File: src/rtl/muldiv_pkg.sv
// Shared constants, opcode and state encodings for the HI/LO multiply/divide unit.
package muldiv_pkg;

    localparam int unsigned MULDIV_WIDTH = 32;
    localparam int unsigned MULDIV_ITERS = 32;
    localparam int unsigned MULDIV_CNT_W = $clog2(MULDIV_ITERS);

    typedef enum logic [1:0] {
        MULDIV_OP_MULT  = 2'b00,
        MULDIV_OP_MULTU = 2'b01,
        MULDIV_OP_DIV   = 2'b10,
        MULDIV_OP_DIVU  = 2'b11
    } muldiv_op_e;

    typedef enum logic [1:0] {
        IDLE = 2'b00,
        CALC = 2'b01,
        FIX  = 2'b10
    } muldiv_state_e;

    function automatic logic op_is_div(input logic [1:0] op);
        return op[1];
    endfunction

    function automatic logic op_is_signed(input logic [1:0] op);
        return ~op[0];
    endfunction

endpackage

File: src/rtl/muldiv_div_step.sv
// One restoring-division step: shift in the next dividend bit, trial-subtract the divisor.
module muldiv_div_step
    import muldiv_pkg::*;
#(
    parameter int unsigned WIDTH = MULDIV_WIDTH
) (
    input  logic [WIDTH-1:0] rem_i,
    input  logic             dividend_bit_i,
    input  logic [WIDTH-1:0] divisor_i,
    output logic [WIDTH-1:0] rem_o,
    output logic             q_bit_o
);

    logic [WIDTH:0] shifted;
    logic [WIDTH:0] trial;

    // rem_i < divisor_i holds, so the top bit of trial is a clean borrow flag.
    assign shifted = {rem_i, dividend_bit_i};
    assign trial   = shifted - {1'b0, divisor_i};
    assign q_bit_o = ~trial[WIDTH];
    assign rem_o   = q_bit_o ? trial[WIDTH-1:0] : shifted[WIDTH-1:0];

endmodule

File: src/rtl/hilo_muldiv.sv
// Iterative MULT/MULTU/DIV/DIVU unit owning the architectural HI/LO pair.
// Optional MULDIV_FAST_MULT_EN: single-cycle combinational multiply in CALC.
module hilo_muldiv
    import muldiv_pkg::*;
#(
    parameter int unsigned WIDTH = MULDIV_WIDTH
) (
    input  logic             CLK,
    input  logic             RST,
    input  logic             START,
    input  logic [1:0]       OP,
    input  logic [WIDTH-1:0] IN_A,
    input  logic [WIDTH-1:0] IN_B,
    input  logic             MT_HI,
    input  logic             MT_LO,
    output logic             BUSY,
    output logic             DONE,
    output logic             DIV_BY_ZERO,
    output logic [WIDTH-1:0] OUT_HI,
    output logic [WIDTH-1:0] OUT_LO
);

    localparam int unsigned CW = MULDIV_CNT_W;

    muldiv_state_e state_q, state_d;
    logic [CW-1:0]    cnt_q, cnt_d;
    logic [WIDTH-1:0] acc_hi_q, acc_hi_d;
    logic [WIDTH-1:0] acc_lo_q, acc_lo_d;
    logic [WIDTH-1:0] opd_q, opd_d;
    logic [WIDTH-1:0] hi_q, hi_d;
    logic [WIDTH-1:0] lo_q, lo_d;
    logic is_div_q, is_div_d;
    logic neg_lo_q, neg_lo_d;
    logic neg_hi_q, neg_hi_d;
    logic dbz_q, dbz_d;
    logic busy_q, busy_d;
    logic done_q, done_d;
    logic dbz_out_q, dbz_out_d;

    logic             sign_a, sign_b;
    logic [WIDTH-1:0] mag_a, mag_b;
    logic [WIDTH:0]   mul_sum;
    logic [WIDTH-1:0] rem_next;
    logic             q_bit;
    logic [2*WIDTH-1:0] prod, prod_fix;

    assign sign_a = op_is_signed(OP) & IN_A[WIDTH-1];
    assign sign_b = op_is_signed(OP) & IN_B[WIDTH-1];
    assign mag_a  = sign_a ? -IN_A : IN_A;
    assign mag_b  = sign_b ? -IN_B : IN_B;

    // Shift-add: multiplier sits in acc_lo and is consumed LSB first.
    assign mul_sum  = {1'b0, acc_hi_q} + (acc_lo_q[0] ? {1'b0, opd_q} : '0);
    assign prod     = {acc_hi_q, acc_lo_q};
    assign prod_fix = neg_lo_q ? -prod : prod;

`ifdef MULDIV_FAST_MULT_EN
    logic [2*WIDTH-1:0] fast_prod;
    assign fast_prod = {{WIDTH{1'b0}}, opd_q} * {{WIDTH{1'b0}}, acc_lo_q};
`endif

    muldiv_div_step #(
        .WIDTH(WIDTH)
    ) u_div_step (
        .rem_i         (acc_hi_q),
        .dividend_bit_i(acc_lo_q[WIDTH-1]),
        .divisor_i     (opd_q),
        .rem_o         (rem_next),
        .q_bit_o       (q_bit)
    );

    always_comb begin
        state_d   = state_q;
        cnt_d     = cnt_q;
        acc_hi_d  = acc_hi_q;
        acc_lo_d  = acc_lo_q;
        opd_d     = opd_q;
        hi_d      = hi_q;
        lo_d      = lo_q;
        is_div_d  = is_div_q;
        neg_lo_d  = neg_lo_q;
        neg_hi_d  = neg_hi_q;
        dbz_d     = dbz_q;
        busy_d    = busy_q;
        done_d    = 1'b0;
        dbz_out_d = 1'b0;

        unique case (state_q)
            IDLE: begin
                if (START) begin
                    busy_d   = 1'b1;
                    cnt_d    = CW'(MULDIV_ITERS - 1);
                    is_div_d = op_is_div(OP);
                    acc_hi_d = '0;
                    neg_lo_d = sign_a ^ sign_b;
                    neg_hi_d = sign_a;
                    if (op_is_div(OP)) begin
                        acc_lo_d = mag_a;
                        opd_d    = mag_b;
                        dbz_d    = (IN_B == '0);
                        state_d  = (IN_B == '0) ? FIX : CALC;
                    end else begin
                        acc_lo_d = mag_b;
                        opd_d    = mag_a;
                        dbz_d    = 1'b0;
                        state_d  = CALC;
                    end
                end else begin
                    if (MT_HI) hi_d = IN_A;
                    if (MT_LO) lo_d = IN_A;
                end
            end
            CALC: begin
                cnt_d = cnt_q - CW'(1);
                if (cnt_q == '0) state_d = FIX;
                if (is_div_q) begin
                    acc_hi_d = rem_next;
                    acc_lo_d = {acc_lo_q[WIDTH-2:0], q_bit};
                end else begin
`ifdef MULDIV_FAST_MULT_EN
                    {acc_hi_d, acc_lo_d} = fast_prod;
                    state_d = FIX;
`else
                    acc_hi_d = mul_sum[WIDTH:1];
                    acc_lo_d = {mul_sum[0], acc_lo_q[WIDTH-1:1]};
`endif
                end
            end
            FIX: begin
                busy_d  = 1'b0;
                done_d  = 1'b1;
                state_d = IDLE;
                if (dbz_q) begin
                    dbz_out_d = 1'b1;
                end else if (is_div_q) begin
                    lo_d = neg_lo_q ? -acc_lo_q : acc_lo_q;
                    hi_d = neg_hi_q ? -acc_hi_q : acc_hi_q;
                end else begin
                    {hi_d, lo_d} = prod_fix;
                end
            end
            default: state_d = IDLE;
        endcase
    end

    always_ff @(posedge CLK) begin
        if (RST) begin
            state_q   <= IDLE;
            cnt_q     <= '0;
            acc_hi_q  <= '0;
            acc_lo_q  <= '0;
            opd_q     <= '0;
            hi_q      <= '0;
            lo_q      <= '0;
            is_div_q  <= 1'b0;
            neg_lo_q  <= 1'b0;
            neg_hi_q  <= 1'b0;
            dbz_q     <= 1'b0;
            busy_q    <= 1'b0;
            done_q    <= 1'b0;
            dbz_out_q <= 1'b0;
        end else begin
            state_q   <= state_d;
            cnt_q     <= cnt_d;
            acc_hi_q  <= acc_hi_d;
            acc_lo_q  <= acc_lo_d;
            opd_q     <= opd_d;
            hi_q      <= hi_d;
            lo_q      <= lo_d;
            is_div_q  <= is_div_d;
            neg_lo_q  <= neg_lo_d;
            neg_hi_q  <= neg_hi_d;
            dbz_q     <= dbz_d;
            busy_q    <= busy_d;
            done_q    <= done_d;
            dbz_out_q <= dbz_out_d;
        end
    end

    assign BUSY        = busy_q;
    assign DONE        = done_q;
    assign DIV_BY_ZERO = dbz_out_q;
    assign OUT_HI      = hi_q;
    assign OUT_LO      = lo_q;

endmodule

File: config.mk
export PLATFORM = sky130hd
export DESIGN_NAME = hilo_muldiv
export DESIGN_NICKNAME = d
export VERILOG_FILES = /design/src/rtl/muldiv_pkg.sv /design/src/rtl/muldiv_div_step.sv /design/src/rtl/hilo_muldiv.sv
export SDC_FILE = /design/constraint.sdc
export NUM_CORES = 1
export LEC_CHECK = 0
export ABC_AREA = 1
export CAP_MARGIN = 20
export CORE_ASPECT_RATIO = 2
export CORE_MARGIN = 2
export CORE_UTILIZATION = 50
export CTS_CLUSTER_DIAMETER = 50
export CTS_CLUSTER_SIZE = 8
export DETAILED_ROUTE_END_ITERATION = 6
export PLACE_DENSITY = 0.8
export SKIP_LAST_GASP = 1
export SYNTH_ARGS = -nofsm -noshare
export SYNTH_HDL_FRONTEND = slang
export SYNTH_SLANG_ARGS = --single-unit
File: constraint.sdc
create_clock -name CLK -period 6 [get_ports CLK]
set_input_delay 0.9 -clock CLK [delete_from_list [all_inputs] [get_ports CLK]]
set_output_delay 0.9 -clock CLK [all_outputs]
set_load 0.005 [all_outputs]
After elaboration in Yosys (flattened, before gate mapping)
Index checks and enable logic that the tools add are counted.

Output and inout bits: 67. Word-level logic and storage cells: 85. Register bits: 174. Bits of input ports: 71.

Bitwise gates (word level): 6. Mux-type cells: 37. Reductions and logical operators: 12. $add $sub $neg: 8. Equality and inequality tests: 8.

Operators with widths (count): 32-bit two-way mux (20); 32-bit case mux with 2 select lines (4); 32-bit negator (4); 64-bit two-way mux (1); 64-bit negator (1); 32-bit by 32-bit adder with 33-bit output (1); 33-bit by 32-bit subtractor with 33-bit output (1); 32-bit logical NOT (1); 2-bit inequality test, second input constant (6); 5-bit case mux with 2 select lines (1); 2-bit two-way mux (4); 2-bit AND reduction (4); 4-bit AND reduction (2); 5-bit logical NOT (1); 5-bit two-way mux (1); 5-bit by 1-bit subtractor with 5-bit output, second input constant (1); 1-bit two-way mux (4); 2-bit case mux with 2 select lines (1); 2-bit nonzero test (2); 1-bit inverter (3); 1-bit AND (2); 2-bit by 1-bit == test with 1-bit output, second input constant (1); 2-bit == test, second input constant (1); 2-bit logical NOT (1); 3 further kinds (3).

Depth between registers and ports, before layout
Depth in word-level cells: 6. Gate-level depth with buffers: 22. Mapped depth without buffers: 20.

By module
From an unflattened synthesis, not the netlist that was laid out.

Cells, all modules: 3383. Area, all modules: 18144.9 sq um.

By module, submodules not included: hilo_muldiv (instances 1, cells an instance 2703, area an instance 14994.4 sq um); muldiv_div_step (instances 1, cells an instance 680, area an instance 3150.5 sq um).

Least setup slack after synthesis
Ideal clock, no wire load.

Path type: register -> register. Start: reg acc_lo_q[0]. End: reg acc_hi_q[29]. Buffers on the path: 2. Cell stages (with the launch flop): 22. Slack: 3480 ps. Required time: 5868 ps. Setup time: 132 ps. Data arrival time: 2388 ps. Path through: dfxtp_1 > buf_6 > clkbuf_1 > nand2_1 > inv_1 > ha_1 > inv_1 > fa_1 > inv_1 > nand3_1 > nand3_1 > nand2_1 > nand2_1 > nand2_1 > nand2_1 > nand2_1 > nand3_1 > nand3_1 > nand2_1 > inv_1 > nand2_1 > a21oi_1.

Longest elaborated chain between the ends: 4.

RTL lines: start: declaration (RTL line hilo_muldiv.sv:28) `logic [WIDTH-1:0] acc_lo_q, acc_lo_d;`; start signal: assignment (RTL line hilo_muldiv.sv:166) `acc_lo_q <= acc_lo_d;`; 32-bit two-way mux (RTL line hilo_muldiv.sv:53) `assign mul_sum = {1'b0, acc_hi_q} + (acc_lo_q[0] ? {1'b0, opd_q} : '0);`; 32-bit by 32-bit adder with 33-bit output (RTL line hilo_muldiv.sv:53); 32-bit two-way mux (RTL line hilo_muldiv.sv:116) `if (is_div_q) begin`; 32-bit case mux with 2 select lines (RTL line hilo_muldiv.sv:88) `unique case (state_q)`; end signal: assignment (RTL line hilo_muldiv.sv:165) `acc_hi_q <= acc_hi_d;`; end: declaration (RTL line hilo_muldiv.sv:27) `logic [WIDTH-1:0] acc_hi_q, acc_hi_d;`.

No other way between the ends. A chain may end at the register's enable or synchronous reset.

Worst setup path in the final report
Start: reg acc_hi_q[0]. End: reg acc_hi_q[21].

Longest elaborated chain between the ends: 4. Elaborated cells between the ends (all ways): 5.

RTL lines: 33-bit by 32-bit subtractor with 33-bit output (RTL line muldiv_div_step.sv:19) `assign trial = shifted - {1'b0, divisor_i};`; 32-bit two-way mux (RTL line muldiv_div_step.sv:21) `assign rem_o = q_bit_o ? trial[WIDTH-1:0] : shifted[WIDTH-1:0];`; 32-bit two-way mux * (RTL line hilo_muldiv.sv:116); 32-bit case mux with 2 select lines * (RTL line hilo_muldiv.sv:88).

Mark *: on every way between the ends. The rest lies on a longest branch, timed or not.

==> summary.md <==
| Metric | Value |
|---|---|
| Number of global-route vias before repair | `22,150` |
| Remaining antenna violation count after routing | `0` |
| Worst setup path start | `acc_hi_q[0]` |
| Worst-case clock buffer depth | `2` |
| Share of synthesized registers carrying an async set or reset | `0%` |
| Setup Viol. Count Final | `0` |
| Fin. Hold Viols | `0` |
| Starting utilization of the core area | `50.76%` |
| Setup total negative slack | `0 ns` |
| Clock Root Buffer | `clkbuf_16` |
| Reported max-cap violation count | `0` |
| Number of antenna violations at the first check in global routing | `2` |
| Total setup buffers inserted after CTS | `0` |
| First DRT Iteration DRCs | `2,417` |
| Gp weighted congestion | `1.128` |
| Relative max-transition margin | `26.66%` |
| Placed Cells | `3,741` |
| Area of the mapped netlist | `0.01780 mm²` |
| Worst Setup Path Type | `flop to flop` |
| Height of the die | `270.9 µm` |
| Design Power | `4.933 mW` |
| Core Util, Final | `57.12%` |
| CTS Sinks | `174` |
| Total of warnings raised by yosys | `0` |
| Flip-flop cell with the highest count after synthesis | `dfxtp_1` |
| Worst Max-Slew Pin Slew | `1.098 ns` |
| GR Overflow Total | `0` |
| Wire length of the first global-routing pass | `134.6 mm` |
| Reg-to-Reg Start | `acc_hi_q[0]` |
| End of the worst register-to-register path | `acc_hi_q[21]` |
| Fmax | `267.9 MHz` |
| Area added between synthesis and finish | `12.53%` |
| Synthesis-stage register bit count | `174` |
| Synthesized netlist cell count | `3,251` |
| Final setup skew | `0.01474 ns` |
| RSZ-0062 raised after global routing | `false` |
| Synth cell types | `51` |
| Routed wirelength normalized by instance count | `23.59 µm` |
| Overall via count from detail_route | `22,690` |
| Worst Setup Slack post-DPL | `2.334 ns` |
| Routed wire length | `89.03 mm` |
| Post-synthesis net count | `3,394` |
| Non-Filler Cell Area, Final | `0.02004 mm²` |
| CP startpoint kind | `flop` |
| Layout cell share with drive strength beyond 1 | `3.275%` |
| Min Clock Period, post-route | `3.733 ns` |
| Peak supply drop | `0.2203 mV` |
| Area of the die | `0.03723 mm²` |
| Reg2Reg Setup Slack | `2.27 ns` |
| Minimum hold slack | `0.4657 ns` |
| Number of slew-limit violations in the final report | `0` |
| Final nets | `3,458` |
| Hold WC Path Type | `flop to flop` |
| Resize count post-CTS | `0` |
| Post-place instance area | `0.01940 mm²` |
| Horizontal extent of the die | `137.4 µm` |
| Arrival time at the worst endpoint | `4.07 ns` |
| Cts hold-fix bufs | `0` |
| Number of H-tree levels | `4` |
| Pwr/cell area | `246.2 mW/mm²` |
| Number of placement rows | `97` |
| Post-route insts no fill | `3,774` |
| Part of the Yosys area used for sequential elements | `19.56%` |
| Clock Pin Slew Worst Setup and Hold Paths | `0.08 ns` |
| Slack of the critical path | `2.267 ns` |
| Status | `finished, final reports clean` |
| Clock buffers created by TritonCTS | `17` |
| First-pass detailed-route iteration total | `6` |
| Post-DP HPWL | `70.11 mm` |
| EDFF count, synth | `0` |
| Leakage power | `10.47 nW` |
| TritonCTS clock tree | `yes` |
| Clk_lat worst skew | `0.48 ns` |
| Total DRC errors in the routed layout | `0` |
| Endpoint type of the worst setup path | `flop` |
| Worst setup path endpoint | `acc_hi_q[21]` |
| Core Box Area | `0.03507 mm²` |
| Crit share post-route | `62.21%` |
| R2r worst-path depth | `16` |
| Routed via count divided by cell count | `6.013` |
| Worst Path Required | `6.33 ns` |
| # port buffers | `137` |
| Synthesized area per cell | `5.477 µm²` |
| Largest net degree at the start of global routing | `73` |
| Maximum net fanout on the critical path | `33` |
| All-Layer GR Usage | `49.03%` |
| Boundary Pins | `138` |
sequential cells by signal, indices dropped and copies added, names as in the netlist:
signal       count
OUT_HI          32
dbz_q            1
state_q          2
is_div_q         1
cnt_q            5
BUSY             1
neg_hi_q         1
DIV_BY_ZERO      1
acc_lo_q        32
acc_hi_q        32
OUT_LO          32
DONE             1
neg_lo_q         1
opd_q           32
cell type report:
cell class | count | area [µm²]
clock buffers | 17 | 425.4
multi-input cells | 2385 | 11660
diodes | 1 | 2.502
fillers | 3823 | 15040
inverters | 580 | 2178
repair buffers | 157 | 1516
well taps | 445 | 556.8
flip-flops and latches | 174 | 3486
clock inverters | 15 | 210.2
cells in the final DEF, fill, tap and decap left out, types with 17 or more instances in the layout:
master / instances
xor2_1: 59
o21ai_0: 227
clkbuf_16: 17
nor2_1: 298
dfxtp_1: 172
a21oi_1: 225
buf_4: 20
ha_1: 70
nor3_1: 39
xnor2_1: 19
o211ai_1: 19
nand3_1: 230
nand2_1: 995
clkdlybuf4s50_1: 136
a31oi_1: 22
nand4_1: 49
inv_1: 572
worst max-delay path, stage by stage (launching register included):
cell,delay [ns]
dfxtp_1,0.63
inv_1,0.35
fa_1,0.61
inv_1,0.11
nand2_1,0.06
nand2_1,0.07
nand3_1,0.07
nand2_2,0.12
nand2_1,0.08
nand2_2,0.12
nand2_2,0.12
nand3_1,0.14
nand2_4,0.25
nand2_1,0.18
nand3_1,0.40
nand2_1,0.19
a21oi_1,0.08
power breakdown:
part           switching [mW]  internal (mW)  total, mW
combinational            1.55          0.696       2.25
clock                   0.623          0.612       1.23
sequential              0.180           1.27       1.45
synthesized netlist by cell type (4+ instances only):
master     number  area, µm²
a211oi_1        5      37.54
a21o_1          4      30.03
a21oi_1       226       1131
a22oi_1         6      45.04
a31oi_1        22      137.6
and2_1         11      68.82
buf_1           8      30.03
buf_2          21      105.1
buf_6           9      101.4
clkbuf_1       74      277.8
dfxtp_1       174       3483
ha_1           70      875.8
inv_1         572       2147
inv_2           7      26.28
nand2_1       995       3735
nand2_2        11      68.82
nand3_1       230       1151
nand3b_1       10      75.07
nand4_1        49      306.5
nor2_1        300       1126
nor2_2          9      56.30
nor3_1         39      195.2
nor4_1          6      37.54
o2111ai_1       6      52.55
o211ai_1       19      142.6
o21ai_0       227       1136
o21ai_1         6      30.03
o21bai_1        6      45.04
o221ai_1        7      61.31
o31ai_1         7      52.55
or2_2           7      43.79
xnor2_1        19      166.4
xor2_1         59      516.8
logic make-up (layout without fill, tap and decap cells):
| group | after synthesis | after routing | share of synthesized area (%) |
|---|---|---|---|
| compound gates | 553 | 553 | 16.90 |
| other cells | 0 | 1 | 0 |
| simple gates | 1682 | 1682 | 39.44 |
| fa+ha+maj | 72 | 72 | 5.144 |
| buf+inv | 692 | 769 | 15.12 |
| flops | 174 | 174 | 19.56 |
| xor+xnor | 78 | 78 | 3.837 |
worst min path at each step:
stage / from / to / cells past startpoint
after floorplan: dbz_q / DIV_BY_ZERO / 2
after global placement: cnt_q[3] / cnt_q[3] / 1
after detailed placement: BUSY / BUSY / 2
after CTS: BUSY / BUSY / 2
after global routing: BUSY / BUSY / 2
final: BUSY / BUSY / 2
layer usage:
layer / global-route usage [%] / share of wire (%) / up-vias
li1: - / - / 10420
met1: 44.41 / 29 / 10170
met2: 79.64 / 47 / 1428
met3: 15.38 / 8.6 / 679
met4: 54.77 / 15 / 4
met5: 0 / 0.027 / -
Note: power is estimated with default switching activity, not from simulation.
